File: src/rtl/exist_return_unit.sv
// -----------------------------------------------------------------------------
// exist_return_unit
//
// Return-path stage of the existential-quantification engine. A completed
// recursion frame (top variable, cube flag, low/high cofactor results, tag)
// is reduced to its final BDD index. Trivial frames resolve locally. Others
// send a make-node request to the unique table or an OR request to the apply
// unit, wait for the acknowledge, then return that index. One frame in flight.
//
// Optional feature macro: EXIST_OR_SHORTCUT_EN
//   defined   -> in-cube frames with a terminal or duplicated operand resolve
//                locally
//   undefined -> every in-cube frame issues an OR request
//
// Ports
//   clk, reset                      clock, synchronous active-high reset
//   frame_valid/frame_ready         frame input handshake
//   frame_var/_in_cube/_low/_high   frame contents
//   frame_tag                       opaque frame identifier
//   result_valid/result_ready       result output handshake
//   result, result_tag              final index and originating tag
//   mk_valid/mk_ready               make-node request handshake
//   mk_var/mk_low/mk_high           make-node fields
//   mk_ack_valid/mk_ack_index       unique-table answer
//   or_valid/or_ready               OR request handshake
//   or_a/or_b                       OR operands
//   or_ack_valid/or_ack_index       apply-unit answer
// -----------------------------------------------------------------------------
`ifndef VAR_DEF
`define VAR_DEF [7:0]
`endif
`ifndef INDEX_DEF
`define INDEX_DEF [15:0]
`endif
`ifndef BDD_ZERO
`define BDD_ZERO 16'd0
`endif
`ifndef BDD_ONE
`define BDD_ONE 16'd1
`endif

module exist_return_unit #(
    parameter int TAG_WIDTH = 4
) (
    input  logic                 clk,
    input  logic                 reset,
    input  logic                 frame_valid,
    output logic                 frame_ready,
    input  logic `VAR_DEF        frame_var,
    input  logic                 frame_in_cube,
    input  logic `INDEX_DEF      frame_low,
    input  logic `INDEX_DEF      frame_high,
    input  logic [TAG_WIDTH-1:0] frame_tag,
    output logic                 result_valid,
    input  logic                 result_ready,
    output logic `INDEX_DEF      result,
    output logic [TAG_WIDTH-1:0] result_tag,
    output logic                 mk_valid,
    input  logic                 mk_ready,
    output logic `VAR_DEF        mk_var,
    output logic `INDEX_DEF      mk_low,
    output logic `INDEX_DEF      mk_high,
    input  logic                 mk_ack_valid,
    input  logic `INDEX_DEF      mk_ack_index,
    output logic                 or_valid,
    input  logic                 or_ready,
    output logic `INDEX_DEF      or_a,
    output logic `INDEX_DEF      or_b,
    input  logic                 or_ack_valid,
    input  logic `INDEX_DEF      or_ack_index
);

    typedef enum logic [2:0] {
        IDLE    = 3'd0,
        EVAL    = 3'd1,
        MK_REQ  = 3'd2,
        MK_WAIT = 3'd3,
        OR_REQ  = 3'd4,
        OR_WAIT = 3'd5,
        OUT     = 3'd6
    } state_t;

    state_t                 state_q, state_d;
    logic `VAR_DEF          var_q;
    logic                   in_cube_q;
    logic `INDEX_DEF        low_q, high_q;
    logic [TAG_WIDTH-1:0]   tag_q;
    logic `INDEX_DEF        result_q, result_d;
    logic [TAG_WIDTH-1:0]   result_tag_q, result_tag_d;

    logic                   accept;
    logic                   eval_local;
    logic `INDEX_DEF        eval_result;

    assign accept = (state_q == IDLE) && frame_valid && !reset;

    // Local resolution of the registered frame, evaluated while in EVAL.
    always_comb begin
        eval_local  = 1'b0;
        eval_result = low_q;
        if (!in_cube_q) begin
            if (low_q == high_q) begin
                eval_local  = 1'b1;
                eval_result = low_q;
            end
        end else begin
`ifdef EXIST_OR_SHORTCUT_EN
            // Priority matters: a ONE operand dominates before ZERO elision.
            if (low_q == `BDD_ONE || high_q == `BDD_ONE) begin
                eval_local  = 1'b1;
                eval_result = `BDD_ONE;
            end else if (low_q == `BDD_ZERO) begin
                eval_local  = 1'b1;
                eval_result = high_q;
            end else if (high_q == `BDD_ZERO) begin
                eval_local  = 1'b1;
                eval_result = low_q;
            end else if (low_q == high_q) begin
                eval_local  = 1'b1;
                eval_result = low_q;
            end
`endif
        end
    end

    // State register
    always_ff @(posedge clk) begin
        if (reset) begin
            state_q <= IDLE;
        end else begin
            state_q <= state_d;
        end
    end

    // Next-state logic
    always_comb begin
        state_d = state_q;
        case (state_q)
            IDLE:    if (accept) state_d = EVAL;
            EVAL: begin
                if (eval_local)     state_d = OUT;
                else if (in_cube_q) state_d = OR_REQ;
                else                state_d = MK_REQ;
            end
            MK_REQ:  if (mk_ready)     state_d = MK_WAIT;
            MK_WAIT: if (mk_ack_valid) state_d = OUT;
            OR_REQ:  if (or_ready)     state_d = OR_WAIT;
            OR_WAIT: if (or_ack_valid) state_d = OUT;
            OUT:     if (result_ready) state_d = IDLE;
            default: state_d = IDLE;
        endcase
    end

    // Result capture: acks only count in their own WAIT state.
    always_comb begin
        result_d     = result_q;
        result_tag_d = result_tag_q;
        if (state_q == EVAL && eval_local) begin
            result_d     = eval_result;
            result_tag_d = tag_q;
        end else if (state_q == MK_WAIT && mk_ack_valid) begin
            result_d     = mk_ack_index;
            result_tag_d = tag_q;
        end else if (state_q == OR_WAIT && or_ack_valid) begin
            result_d     = or_ack_index;
            result_tag_d = tag_q;
        end
    end

    always_ff @(posedge clk) begin
        if (reset) begin
            var_q        <= '0;
            in_cube_q    <= 1'b0;
            low_q        <= '0;
            high_q       <= '0;
            tag_q        <= '0;
            result_q     <= '0;
            result_tag_q <= '0;
        end else begin
            if (accept) begin
                var_q     <= frame_var;
                in_cube_q <= frame_in_cube;
                low_q     <= frame_low;
                high_q    <= frame_high;
                tag_q     <= frame_tag;
            end
            result_q     <= result_d;
            result_tag_q <= result_tag_d;
        end
    end

    // Output logic: request data comes straight from the frame registers,
    // which cannot change until the frame returns to IDLE.
    always_comb begin
        frame_ready  = (state_q == IDLE) && !reset;
        result_valid = (state_q == OUT);
        result       = result_q;
        result_tag   = result_tag_q;
        mk_valid     = (state_q == MK_REQ);
        mk_var       = var_q;
        mk_low       = low_q;
        mk_high      = high_q;
        or_valid     = (state_q == OR_REQ);
        or_a         = low_q;
        or_b         = high_q;
    end

endmodule

File: config.mk
export PLATFORM = sky130hd
export DESIGN_NAME = exist_return_unit
export DESIGN_NICKNAME = d
export VERILOG_FILES = /design/src/rtl/exist_return_unit.sv
export SDC_FILE = /design/constraint.sdc
export NUM_CORES = 1
export LEC_CHECK = 0
export CORE_ASPECT_RATIO = 2
export CORE_MARGIN = 4
export CORE_UTILIZATION = 30
export CTS_BUF_LIST = sky130_fd_sc_hd__clkbuf_4
export DETAILED_ROUTE_END_ITERATION = 7
export DONT_BUFFER_PORTS = 1
export PLACE_DENSITY_LB_ADDON = 0.3
export SETUP_SLACK_MARGIN = 0.2
export SLEW_MARGIN = 25
export SYNTH_ARGS = -nofsm -noshare
export SYNTH_HDL_FRONTEND = slang
export SYNTH_SLANG_ARGS = --single-unit
File: constraint.sdc
create_clock -name clk -period 2.16 [get_ports clk]
set_clock_uncertainty 0.05 [all_clocks]
set_input_delay 0.432 -clock clk [delete_from_list [all_inputs] [get_ports clk]]
set_output_delay 0.432 -clock clk [all_outputs]
set_load 0.01 [all_outputs]
* Word-level counts from Yosys, hierarchy flattened
Index checks and enable logic that the tools add are counted.
** Storage, ports and cells
- Word-level logic and storage cells :: 48
- Output and inout port bits :: 96
- Register bits after elaboration :: 68
- Input bits :: 85
** Cells by class
- Multiplexer cells :: 17
- Equality and inequality tests :: 13
- Reduce and logical (&&, ||, !) cells :: 10
** Operators by type and width (count)
- 16-bit two-way mux :: 3
- 3-bit two-way mux :: 8
- 3-bit one-hot mux with 7 select lines :: 1
- 16-bit equality test :: 1
- 4-bit two-way mux :: 3
- 3-bit equality test, second input constant :: 3
- 3-bit by 2-bit equality test with 1-bit output, second input constant :: 2
- 1-bit logical AND :: 6
- 2-bit by 1-bit inequality test with 1-bit output, second input constant :: 3
- 2-bit inequality test, second input constant :: 3
- 6-bit AND reduction :: 1
- 3-bit by 1-bit equality test with 1-bit output, second input constant :: 1
- 3-bit zero test :: 1
- 3-bit nonzero test :: 1
- 1-bit two-way mux :: 2
- 1-bit zero test :: 1

* Depth between registers and ports, before layout
Gate-level depths: netlist (run 1).
- Depth in word-level cells :: 5
- Depth in mapped cells :: 8
- Gate-level depth less buffers :: 5

* Least setup slack after synthesis (run 1)
No wires, ideal clock.
- Path kind :: input -> register
- From :: input reset
- To :: register high_q, in the netlist mk_high[0]
- Path buffers :: 3
- Data required time :: 2.051 ns
- Library setup time :: 0.059 ns
- Arrival time :: 1.704 ns
- Path slack :: 0.347 ns
- Cell stages on the path :: 7
- Cell sequence :: nor4_1 > and2_1 > clkbuf_1 > buf_2 > buf_2 > nand2_1 > nand2_1
** On the way
- Word-level cells in the longest chain between the ends :: 2
** RTL lines
- start: declaration :: RTL line 46 : input logic reset,
- 1-bit zero test :: RTL line 95 : assign accept = (state_q == IDLE) && frame_valid && !reset;
- 1-bit logical AND :: RTL line 95
- end signal: assignment :: RTL line 184 : high_q <= frame_high;
- end: declaration :: RTL line 86 : logic `INDEX_DEF low_q, high_q;
Several ways; a longest one is shown, not always the timed one.
A chain may end at the register's enable or synchronous reset.

* Worst setup path after layout (run 1)
- From :: register state_q[0]
- To :: register state_q[2]
** On the way
- Word-level cells in the longest chain between the ends :: 5
- Elaborated cells on any way between the ends :: 17
- Those cells by class :: 12 x eq/ne; 1 x mux; 4 x reduce/logical
** RTL lines
- start: declaration :: RTL line 83 : state_t state_q, state_d;
- start signal: assignment :: RTL line 131 : state_q <= state_d;
- 3-bit zero test :: RTL line 95, 138
- 1-bit logical AND (2 in series) :: RTL line 95
- 2-bit inequality test (no line)
- 6-bit AND reduction (no line)
Several ways; a longest one is shown, not always the timed one.

==> metrics, run 1 <==
status finished, final reports clean; DR WL/cell 19.6 µm; # H-tree levels 3; post-route minimum period 1.88 ns; Worst Hold Launch frame_low[12]; biggest fanout along the worst timing path 14; Worst EP required between 2 and 2.5 ns; Worst-path clk slew ~0.12 ns; Initial DRC Count 85; max_slew headroom 45.3%; Filler cells 1,175; top-count cell post-synth nand2_1; logic gate share of total power 28.6%; Setup TNS Final 0 ns; vias per inst 5.14; via count of the first global-routing pass approximately 2,800; fin util 33.9%; via count 2,813; Max-Cap Viols 0; Synth Warn # 0; Slew Limit Fails 0; WP buf/inv 0; Num CTS Buffers 9; share of cells above drive strength 1 16.3%; share of async-settable or async-resettable flops after synthesis 0%; GRT Total Usage 16.0%; clk buf depth 2; # port buffers 0; total grt overflow 0; main flop type after synthesis dfxtp_1; top cells by count, synth nand2_1 (90), dfxtp_1 (68), nand3b_1 (41), buf_4 (33), clkbuf_1 (22); Avg Synthesized Cell Area between 8 and 9 µm²; Flop pwr share between 40% and 50%; Core ar. 0.0110 mm²; Register-to-Register Path Depth 5; Cells after Synth 412; largest area contributor in the netlist dfxtp_1; Pint about 0.0021 W; r2r startpoint state_q[0]; NetSw 0.00125 W; crit path DAT 2.16 ns; Max IR drop VDD 0.314 mV; initial antenna violation count 1; nets 486; clock sink total 68; Mapped Area 0.00341 mm²; TritonCTS clock tree yes; Synth top area share 39.9%; HP Class in2reg; Worst Setup End Kind flip-flop; Root Driver clkbuf_4; register bit total from synthesis 68; Pwr Total 0.00337 W; pre-CTS setup slack 0.123 ns; Net Count, Synth ~500; DP HPWL 7890 µm; crit start category flip-flop; Sw Share 36.9%; Boundary Pins 181; max frequency 532 MHz; num rows 54; starting density of the core 31.0%; RSZ-0062 raised after global routing true; Area Overhead vs Synth 9.46%; DRC violations left 0; slowest cell delay on critical path 0.51 ns; Routed WL 10,700 µm; design area 0.00373 mm²; clock share of power approximately 25%; Fin. Hold Viols 0; Worst Tran Pin Value 0.818 ns; chip height 159 µm; sequential area share after synthesis 39.9%; largest net degree at the start of global routing 52; Tcrit/Tclk final 87.0%; Hold Path Stages 2; Routability Congestion 0.830; Synth area leaders dfxtp_1 (40%), nand2_1 (9.9%), nand3b_1 (9.0%), buf_4 (7.3%), mux2i_1 (6.2%); kind of cell adding the most delay to the critical path compound AO/OA/AOI/OAI gates; Hold Path End mk_low[12]; Clock Latency Late Sink 0.42 ns; Final Worst Setup Slack ~0.28 ns; CP Cell Sequence or3b_2, a21oi_1, a311o_1, or3b_1, a221oi_2; Chip Width about 83 µm; crit path kind reg2reg; library cells used by synthesis 32; first-pass iteration count of the detailed router 4; # setup viols final 0; CP max stage cell dfxtp_2; EDFF count, synth 0; Pwr Density ~900 mW/mm²; R2R Setup Slk 0.28 ns; Post-DRT Antenna Nets 0; static leakage approximately 1.6 nW; Die ar. 0.0132 mm²; Area after DPL around 0.0036 mm²; reg2reg end state_q[2]; first-pass GRT wire length 16,400 µm
-- cells by family after synthesis --
logic type      synth area share, %
compound gates                 11.6
simple gates                   27.0
buf+inv                        11.3
flops                          39.9
mux                            6.16
xor+xnor                       4.11
-- sequential cells by signal, summed over array words and instances (netlist names) --
signal and count:
result_tag 4, tag_q 4, in_cube_q 1, mk_low 16, state_q 3, mk_high 16, result 16, mk_var 8
-- worst register-to-register path: cells and delay by family, from the launching register on --
family,cells,cell delay [ns]
flops,1,0.51
simple gates,2,0.59
compound gates,3,0.65
-- power by group through the flow --
stage | registers [W] | logic [W] | clock network (W)
6_report | 0.00157 | 0.000966 | 0.000839
3_3_place_gp | 0.00158 | 0.000947 | 0
4_1_cts | 0.00157 | 0.000967 | 0.000881
2_1_floorplan | 0.00162 | 0.000676 | 0
5_1_grt | 0.00159 | 0.00106 | 0.000930
3_5_place_dp | 0.00159 | 0.000953 | 0
-- cell type report --
| type | instances | area, µm² | share of cell area [%] |
|---|---|---|---|
| antenna | 1 | 2.50 | 0.0670 |
| tap | 140 | 175 | 4.69 |
| timing repair buffer | 41 | 348 | 9.32 |
| inverter | 2 | 7.51 | 0.201 |
| clock inverter | 7 | 66.3 | 1.78 |
| sequential | 68 | 1370 | 36.6 |
| clock buffer | 9 | 67.6 | 1.81 |
| multi-input combinational | 279 | 1700 | 45.6 |
-- repair_timing --
item | CTS | global route
endpoints found under the setup margin | 7 | 14
hold buffers | 1 | 0
hold endpoints to repair | 19 | 0
gates resized for setup | 4 | 4
buffers inserted | 0 | 0
-- metrics by stage --
stage	std cells	hold WS (ns)
final	547	0.0485
after global routing	547	0.00680
after floorplan	412	0.402
after global placement	529	0.417
after detailed placement	529	0.424
after CTS	546	0.00651
-- worst max-delay path by stage --
stage,start,end,slack (ns),cells past startpoint
after floorplan,reset,mk_high[0],0.35,7
after global placement,mk_high[15],result_tag[1],0.18,6
after detailed placement,mk_high[15],result_tag[2],0.12,6
after CTS,state_q[2],frame_ready,0.20,2
after global routing,state_q[1],mk_valid,0.19,2
final,state_q[0],state_q[2],0.28,5
-- cell usage in the layout (no fill, tap or decap), drive strengths merged, types with 2 or more instances in the layout --
master	n
o211ai	15
a21oi	19
or3b	3
and3b	2
nand2	90
clkinv	3
dfxtp	68
xor2	16
nand3b	41
buf	40
a31oi	16
nand2b	9
and2	2
nor3	4
nand4	2
clkbuf	9
o21ai	7
inv	3
clkinvlp	2
mux2i	21
nor2	18
nor4	5
-- per-layer routing --
metal  track usage (%)  vias up  part of all wire (%)
met5                 0        -                     0
met4              7.74        0                   3.1
met3              4.41       22                   6.2
met2              28.8      123                    53
met1              16.9     1312                    37
li1                  -     1356                     -
Power figures use the tool's default switching activity.
==> run 2: changes to the inputs <==
- clock period: 2.16 -> 2.4 ns (I/O delays scaled with it)
==> run 2 against run 1 <==
First-iteration DRC count increased by 33%. Core utilization decreased by 1.1 points. Cell count decreased by 2.2%. Sequential cell count unchanged. Total power decreased by 8.3%. Worst setup slack improved by 0.089 ns. Wire length decreased by 2.1%. Global-route usage decreased by 0.15 points. Combinational power decreased by 22%. Die area unchanged. Via count decreased by 2.2%. Highest routed layer unchanged. Sequential power decreased by 7%. Largest cell class unchanged.
==> metrics, run 2 (synthesis gave the netlist of run 1 again) <==
status finished, final reports clean; Root Driver clkbuf_4; GRT Total Usage 15.9% (-0.15 points); first-pass iteration count of the detailed router 4 (unchanged); Multi-input gate area 0.00168 mm² (-1.2%); NetSw 0.00112 W (-10%); chip height 159 µm (unchanged); r2r startpoint mk_high[10]; design area 0.00361 mm² (-3.3%); Clock Latency Late Sink 0.43 ns (about the same); Routed WL 10,500 µm (-2.1%); num rows 54 (unchanged); # setup viols final 0 (unchanged); Post-DRT Antenna Nets 0 (unchanged); # port buffers 0 (unchanged); Hold Buf Count CTS 0 (-1); Fin. Hold Viols 0 (unchanged); max frequency 493 MHz; Sw Share 36.1% (-0.87 points); first-pass GRT wire length 16,300 µm (-0.50%); Area after DPL 0.00343 mm² (-3.4%); Worst Setup End Kind output port; starting density of the core 31.0% (unchanged); WHS 0.0682 ns (+0.0197 ns); initial antenna violation count 1 (unchanged); DRC violations left 0 (unchanged); Core ar. 0.0110 mm² (unchanged); Slew Limit Fails 0 (unchanged); CP Cell Sequence inv_1, nor3_1; crit path DAT 1.50 ns (-0.66 ns); Crit. Startpoint state_q[1]; Tcrit/Tclk final 84.6%; Final Worst Setup Slack 0.370 ns (+0.0889 ns); vias per inst 5.14 (about the same); TritonCTS clock tree yes; RSZ-0062 raised after global routing false; crit path kind reg2out; Pint 0.00198 W (-7.0%); Levels on crit path 2 (-3); share of cells above drive strength 1 13.2% (-3.1 points); Die ar. 0.0132 mm² (unchanged); Register-to-Register Path Depth 7 (+2); R2R Setup Slk 0.38 ns (+0.10 ns); total grt overflow 0 (unchanged); Max IR drop VDD 0.291 mV (-7.3%); most frequent cells in the layout nand2_1 (90), dfxtp_1 (68), nand3b_1 (41); via count 2,752 (-2.2%); Num CTS Buffers 9 (unchanged); Boundary Pins 181 (unchanged); commonest non-fill, non-tap cell in the layout nand2_1; register area 0.00136 mm² (-0.27%); WP buf/inv 1 (+1); crit start category flip-flop; max_slew headroom 58.4% (+13 points); pre-CTS setup slack 0.146 ns (+0.0226 ns); DP HPWL 7630 µm (-3.3%); static leakage 1.51 nW (-3.9%); Worst EP required 1.87 ns (-0.58 ns); Filler cells 1,178 (+0.26%); Initial DRC Count 113 (+33%); post-route minimum period 2.03 ns; Placed Cells 518 (-2.1%); biggest fanout along the worst timing path 15 (+1); Non-Filler Instances 535 (-2.2%); nets 474 (-2.5%); CP max stage cell dfxtp_1; Max-Cap Viols 0 (unchanged); slowest cell delay on critical path 0.59 ns (+0.08 ns); CP endpoint mk_valid; DR WL/cell 19.6 µm (about the same); reg2reg end result[6]; Pwr Density 857 mW/mm² (-5.1%); Post-CTS Resized 2 (-2); HP Class in2reg; Worst Tran Pin Value 0.623 ns (-0.196 ns); Chip Width 83.4 µm (unchanged); Worst-path clk slew 0.13 ns (about the same); post-CTS setup buffers 0 (unchanged); Flop pwr share 47.0% (+0.5 points); clock share of power 28.6% (+3.7 points); clock sink total 68 (unchanged); largest net degree at the start of global routing 70 (+35%); Area Overhead vs Synth 5.83%; clk buf depth 2 (unchanged); via count of the first global-routing pass 2,833 (+0.68%); Setup TNS Final 0 ns (unchanged); kind of cell adding the most delay to the critical path flip-flops; Routability Congestion 0.811 (-2.2%); logic gate share of total power 24.4% (-4.2 points); # H-tree levels 3 (unchanged)
run 2: per-layer routing:
metal / part of all wire, % / global-route usage, %
met5: 0 / 0
met4: 3.0 / 7.14
met3: 6.3 / 5.29
met2: 53 / 28.0
met1: 38 / 16.9
run 2: worst min-delay path by stage:
stage	start	to	slack [ns]	cells past startpoint
2_1_floorplan	tag_q[0]	result_tag[0]	0.40	2
3_3_place_gp	tag_q[0]	result_tag[0]	0.41	2
3_5_place_dp	tag_q[0]	result_tag[0]	0.43	2
4_1_cts	reset	result[5]	0.02	1
5_1_grt	reset	result[4]	0.005	1
6_report	reset	result[4]	0.07	1
run 2: power by group through the flow:
stage,clock [W],sequential [W],combinational (W)
detailed placement,0,0.00148,0.000766
finish,0.000885,0.00146,0.000754
CTS,0.000925,0.00146,0.000778
global route,0.000967,0.00148,0.000842
floorplan,0,0.00146,0.000608
global placement,0,0.00148,0.000753
run 2: through the flow:
stage,total power (W),util [%]
CTS,0.00316,32.8
detailed placement,0.00225,31.2
global placement,0.00224,31.2
floorplan,0.00207,-
finish,0.00309,32.8
global route,0.00329,32.8
run 2: worst register-to-register path, stage by stage (launching register included):
cell     delay, ns
dfxtp_1       0.53
xor2_1        0.15
nor4_1        0.37
buf_4         0.17
and4_1        0.20
buf_4         0.24
a31oi_1       0.12
a21oi_1       0.14
run 2: cell type report:
type                    instances  share of cell area (%)
flip-flops and latches         68                    37.7
clock buffers                   9                    1.87
well taps                     140                    4.85
repair buffers                 29                    6.03
inverters                       2                   0.208
clock inverters                 7                    2.70
multi-input cells             279                    46.6
diodes                          1                  0.0693
